--- config.mk ---
export PLATFORM = sky130hd
export DESIGN_NAME = traffic_light_multiphase_flat
export DESIGN_NICKNAME = d
export VERILOG_FILES = /design/src/rtl/traffic_light_multiphase_if.sv /design/src/rtl/traffic_light_multiphase.sv /design/src/flat_wrapper.sv
export SDC_FILE = /design/constraint.sdc
export NUM_CORES = 1
export LEC_CHECK = 0
export ABC_AREA = 1
export CORE_ASPECT_RATIO = 1.2
export CORE_MARGIN = 2
export CORE_UTILIZATION = 50
export CTS_CLUSTER_DIAMETER = 120
export DETAILED_ROUTE_END_ITERATION = 16
export MAX_ROUTING_LAYER = met4
export PLACE_DENSITY = 0.8
export SLEW_MARGIN = 20
export SYNTH_ARGS = -nofsm -noshare
export SYNTH_HDL_FRONTEND = slang
export SYNTH_SLANG_ARGS = --single-unit
--- constraint.sdc ---
create_clock -name clk -period 1.3 [get_ports clk]
set_input_delay 0.13 -clock clk [delete_from_list [all_inputs] [get_ports clk]]
set_output_delay 0.13 -clock clk [all_outputs]
set_load 0.005 [all_outputs]
--- src/rtl/traffic_light_multiphase_if.sv ---
// Lamp/control bundle between the multiphase signal controller and the intersection top.
// Optional pedestrian signals exist only when PED_WALK_EN is defined.
interface traffic_light_multiphase_if #(
   parameter int N_DIR = 4
);
   localparam int PW = $clog2(N_DIR);

   logic             hold;
   logic [N_DIR-1:0] red;
   logic [N_DIR-1:0] yellow;
   logic [N_DIR-1:0] green;
   logic [PW-1:0]    phase;
`ifdef PED_WALK_EN
   logic             ped_req;
   logic             walk;

   modport master (input hold, input ped_req,
                   output red, output yellow, output green, output phase, output walk);
   modport slave  (output hold, output ped_req,
                   input red, input yellow, input green, input phase, input walk);
`else
   modport master (input hold,
                   output red, output yellow, output green, output phase);
   modport slave  (output hold,
                   input red, input yellow, input green, input phase);
`endif
endinterface

--- src/rtl/traffic_light_multiphase.sv ---
// N-approach signal controller: green/yellow/all-red rotation, lamps decoded combinationally from state+phase.
// Latency: lamps change on the state-change edge; hold freezes state/phase/cnt (no other backpressure).
// PED_WALK_EN adds ped_req, walk and an S_WALK phase after the all-red clearance.
module traffic_light_multiphase #(
   parameter int N_DIR      = 4,
   parameter int CNT_W      = 8,
   parameter int GREEN_CYC  = 8,
   parameter int YELLOW_CYC = 3,
   parameter int ALLRED_CYC = 2,
   parameter int WALK_CYC   = 5
) (
   input logic                        clk,
   input logic                        rst_n,
   traffic_light_multiphase_if.master bus
);
   localparam int PW = $clog2(N_DIR);

`ifdef PED_WALK_EN
   typedef enum logic [1:0] {S_GREEN, S_YELLOW, S_ALLRED, S_WALK} state_t;
`else
   typedef enum logic [1:0] {S_GREEN, S_YELLOW, S_ALLRED} state_t;
`endif

   state_t           r_state, w_state_nxt;
   logic [PW-1:0]    r_phase, w_phase_nxt, w_phase_inc;
   logic [CNT_W-1:0] r_cnt, w_cnt_nxt, w_dur;
   logic             w_last;
   logic [N_DIR-1:0] w_red, w_yellow, w_green;

   initial begin
      if (N_DIR < 2 || N_DIR > 8)
         $fatal(1, "traffic_light_multiphase: N_DIR=%0d out of range", N_DIR);
      if (GREEN_CYC < 1 || GREEN_CYC >= 2**CNT_W || YELLOW_CYC < 1 || YELLOW_CYC >= 2**CNT_W ||
          ALLRED_CYC < 1 || ALLRED_CYC >= 2**CNT_W || WALK_CYC < 1 || WALK_CYC >= 2**CNT_W)
         $fatal(1, "traffic_light_multiphase: dwell duration out of range");
   end

`ifdef PED_WALK_EN
   logic r_ped_pend, w_ped_pend_nxt, w_enter_walk;
`endif

   always_ff @(posedge clk or negedge rst_n) begin
      if (!rst_n) begin
         r_state <= S_ALLRED;
         r_phase <= PW'(N_DIR - 1);
         r_cnt   <= '0;
      end else if (!bus.hold) begin
         r_state <= w_state_nxt;
         r_phase <= w_phase_nxt;
         r_cnt   <= w_cnt_nxt;
      end
   end

`ifdef PED_WALK_EN
   // Request latches even while held; a pulse coinciding with walk entry re-arms the flag.
   always_ff @(posedge clk or negedge rst_n) begin
      if (!rst_n) r_ped_pend <= 1'b0;
      else        r_ped_pend <= w_ped_pend_nxt;
   end
`endif

   always_comb begin
      w_phase_inc = (r_phase == PW'(N_DIR - 1)) ? '0 : r_phase + PW'(1);
      case (r_state)
         S_GREEN:  w_dur = CNT_W'(GREEN_CYC);
         S_YELLOW: w_dur = CNT_W'(YELLOW_CYC);
`ifdef PED_WALK_EN
         S_WALK:   w_dur = CNT_W'(WALK_CYC);
`endif
         default:  w_dur = CNT_W'(ALLRED_CYC);
      endcase
      w_last      = (r_cnt == w_dur - CNT_W'(1));
      w_state_nxt = r_state;
      w_phase_nxt = r_phase;
      w_cnt_nxt   = r_cnt + CNT_W'(1);
`ifdef PED_WALK_EN
      w_enter_walk = 1'b0;
`endif
      if (w_last) begin
         w_cnt_nxt = '0;
         case (r_state)
            S_GREEN:  w_state_nxt = S_YELLOW;
            S_YELLOW: w_state_nxt = S_ALLRED;
`ifdef PED_WALK_EN
            S_WALK: begin
               w_state_nxt = S_GREEN;
               w_phase_nxt = w_phase_inc;
            end
            default: begin
               if (r_ped_pend) begin
                  w_state_nxt  = S_WALK;
                  w_enter_walk = !bus.hold;
               end else begin
                  w_state_nxt = S_GREEN;
                  w_phase_nxt = w_phase_inc;
               end
            end
`else
            default: begin
               w_state_nxt = S_GREEN;
               w_phase_nxt = w_phase_inc;
            end
`endif
         endcase
      end
`ifdef PED_WALK_EN
      w_ped_pend_nxt = (w_enter_walk ? 1'b0 : r_ped_pend) | bus.ped_req;
`endif
   end

   always_comb begin
      w_red    = '1;
      w_yellow = '0;
      w_green  = '0;
      case (r_state)
         S_GREEN: begin
            w_green[r_phase] = 1'b1;
            w_red[r_phase]   = 1'b0;
         end
         S_YELLOW: begin
            w_yellow[r_phase] = 1'b1;
            w_red[r_phase]    = 1'b0;
         end
         default: ;
      endcase
   end

   assign bus.red    = w_red;
   assign bus.yellow = w_yellow;
   assign bus.green  = w_green;
   assign bus.phase  = r_phase;
`ifdef PED_WALK_EN
   assign bus.walk   = (r_state == S_WALK);
`endif
endmodule

--- src/flat_wrapper.sv ---
// flat-port wrapper written by rule: the top's interface ports become plain ports
module traffic_light_multiphase_flat 
#(
   parameter int N_DIR      = 4,
   parameter int CNT_W      = 8,
   parameter int GREEN_CYC  = 8,
   parameter int YELLOW_CYC = 3,
   parameter int ALLRED_CYC = 2,
   parameter int WALK_CYC   = 5
)
  (clk, rst_n, bus_hold, bus_red, bus_yellow, bus_green, bus_phase);
  traffic_light_multiphase_if #(.N_DIR(N_DIR)) bus_i ();
  input logic clk;
  input logic rst_n;
  input wire logic [$bits(bus_i.hold)-1:0] bus_hold;
  output wire logic [$bits(bus_i.red)-1:0] bus_red;
  output wire logic [$bits(bus_i.yellow)-1:0] bus_yellow;
  output wire logic [$bits(bus_i.green)-1:0] bus_green;
  output wire logic [$bits(bus_i.phase)-1:0] bus_phase;
  assign bus_i.hold = bus_hold;
  assign bus_red = bus_i.red;
  assign bus_yellow = bus_i.yellow;
  assign bus_green = bus_i.green;
  assign bus_phase = bus_i.phase;
  traffic_light_multiphase #(.N_DIR(N_DIR), .CNT_W(CNT_W), .GREEN_CYC(GREEN_CYC), .YELLOW_CYC(YELLOW_CYC), .ALLRED_CYC(ALLRED_CYC), .WALK_CYC(WALK_CYC)) u_core (.clk(clk), .rst_n(rst_n), .bus(bus_i));
endmodule
==> results.md <==
* Status: finished with violations
* Failing checks: setup timing
* Syn Inst Count at 116
* # clock sinks at 12
* MaxCap Viol Count at 0
* Slew @ Worst Pin at 338 ps
* Slew Viols, Final at 0
* Setup crit start kind: flop
* Slew headroom at 77.4%
* Adder-cell share of the synthesized area at 6.93%
* ANT cells at 0
* Maximum vdd ir drop at 0.908 mV
* Gr usage total at 25.1%
* XOR/XNOR share of the synthesized area at 2.91%
* Cell variety after synth at 21
* Power per cell area at 1280 nW/um^2
* Dpl hpwl at 1620 um
* Crit path largest cell delay at 590 ps
* # setup viols final at 21
* Worst Setup SP: u_core.bus.phase[0]
* Full die area at 2160 um^2
* IO Port Bufs at 16
* Gr ovfl total at 0
* Fin crit period at 1540 ps
* Skew final at 6.49 ps
* Fmax at 650 MHz
* Placed Cells at 162
* CTS tree: done
* Vias in the first global route at 890
* Commonest non-fill, non-tap cells in the layout: 26 x nand2_1, 14 x buf_4, 12 x nor2_1
* Core area at 1660 um^2
* Die Y at 50.6 um
* # IOs at 17
* Root buf cell: clkbuf_4
* Bufs and invs on worst path at 3
* Sw Pwr at 0.721 mW
* Initial Util at 54.4%
* Worst reg2reg startpoint: u_core.r_state[1]
* Synth-to-Final Area Change at 45.8%
* CTS Buffer Depth at 2
* Largest family of logic cells by synthesized area: simple AND/OR/NAND/NOR gates
* Seq cells post-synth at 12
* Gpl congestion at 0.880
* CP top delay family: flip-flops
* Die X-Extent at 42.8 um
* Switching portion of total power at 42.8%
* Pre-antenna DRT Iters at 4
* Setup ws final at -238 ps
* R2r setup slk at -90 ps
* Leak at 0.687 nW
* Synth Area in Simple Gates at 46.1%
* Fill count at 99
* Syn Area/Cell at 7.79 um^2
* DRC at 0
* Routed WL at 2260 um
* Arrival time worst endpoint at 1410 ps
* Final period util at 118%
* Complex-gate fraction of the synthesized area at 0.554%
* Slowest cell on crit path: dfstp_2
* Critical Path RT at 1170 ps
* Total CTS buffers at 3
* Leading cell type in the layout, fill and taps excluded: nand2_1
* Drt wl/cell at 13.3 um
* Syn nets at 124
* Antenna Nets Post-Route at 0
* NumNets Final at 161
* Setup crit end kind: primary output
* # rows at 16
* Vias per cell at 5.24
* Worst-Skew Late Latency at 280 ps
* Crit path kind: reg -> out
* Multiplexer share of the synthesized area at 0%
* Register share of total power at 36.4%
* First-pass GRT wire length at 3930 um
* P_int at 0.962 mW
* RSZ-0062 raised after global routing: yes
* Crit path cell chain: buf_6 -> inv_6 -> ha_4 -> nand2_4 -> nor2_2 -> buf_2
* Synthesized area at 903 um^2
* Initial DRC count at 16
* Layout cells sized above 1 at 50.0%
* Clock Pin Slew Worst Setup and Hold Paths at 80 ps
* Clock share of power at 17.9%
* Part of the power in combinational logic at 45.7%
* Final hold vios at 0
* CP max FO at 3
* Final Non-Filler Cells at 170
* Largest net degree at the start of global routing at 13
* DR vias at 891
* Yosys warning total at 0
* Antenna violations before repair at 0
* Sequential area share after synthesis at 33.7%
* H-tree levels at 1
* Setup_tns at -2670 ps
* Worst hold path type: in -> async
-- cell families (layout without fill, tap and decap cells) --
kind of cell               after synthesis  count (layout)
adders and majority gates                5               5
buffers and inverters                   22              58
and+or+nand+nor                         73              73
AOI/OAI and AO/OA                        1               1
DFF                                     12              12
xor gates and xnor gates                 3               3
-- routing by layer --
metal / GRT usage (%) / up-vias / wire [um]
li1: - / 430 / -
met1: 24.0 / 426 / 846
met2: 49.0 / 28 / 1280
met3: 3.96 / 7 / 86
met4: 8.85 / 0 / 52
met5: - / - / 0
-- stage by stage --
step	total power [mW]	util [%]	hold WS, ps	instance area (um^2)	worst slack [ps]
floorplan	1.11	-	-166	903	86.0
global placement	1.30	70.8	441	1180	-219
detailed placement	1.34	70.8	441	1180	-246
CTS	1.68	78.5	139	1300	-217
global route	1.80	79.3	153	1320	-270
finish	1.68	79.3	132	1320	-238
-- power by group through the flow --
stage | clock (mW) | combinational, mW | sequential, mW
after global placement | 0 | 0.694 | 0.611
after floorplan | 0 | 0.523 | 0.586
after detailed placement | 0 | 0.721 | 0.618
after CTS | 0.305 | 0.765 | 0.612
final | 0.301 | 0.769 | 0.614
after global routing | 0.318 | 0.857 | 0.628
-- worst paths after layout --
kind,endpoint,depth (start not counted)
max in group asynchronous,u_core.r_state[1],2
worst min register to register,u_core.r_cnt[6],1
worst max-delay path,bus_green[0],6
worst max register to register,u_core.r_state[0],7
worst min-delay path,u_core.r_cnt[2],2
min in group clk,u_core.r_cnt[6],1
-- sequential cells by signal (all words and copies together), names as in the netlist --
name              flops
u_core.r_cnt          8
u_core.bus.phase      2
u_core.r_state        2
-- cell usage after synthesis --
cell	number	area, um^2
nand2_4	4	45.0
nor2_1	14	52.6
nand2_2	2	12.5
nand4_1	6	37.5
dfrtp_1	9	225
nor3_2	1	10.0
inv_2	3	11.3
nand3_4	2	35.0
ha_1	5	62.6
nor3_1	2	10.0
xor2_1	3	26.3
buf_4	1	7.51
nand2_1	31	116
inv_1	17	63.8
nor2_2	2	12.5
o21ai_0	1	5.00
nand3_2	2	20.0
nand3_1	5	25.0
nor2_8	2	40.0
inv_4	1	6.26
dfstp_2	3	78.8
-- area by class of cell --
cell class	instances	area, um^2	share of cell area, %
well taps	18	22.5	1.71
clock buffers	4	36.3	2.75
inverters	21	88.8	6.74
multi-input cells	82	616	46.7
repair buffers	33	250	19.0
flip-flops and latches	12	304	23.1
-- what timing repair did --
item / in CTS / in global routing
resized for setup: 80 / 7
buffers inserted: 4 / 0
setup endpoints to repair: 20 / 22
hold buffers: 0 / 0
pin swaps: 18 / 7
(Power assumes the default switching activity.)
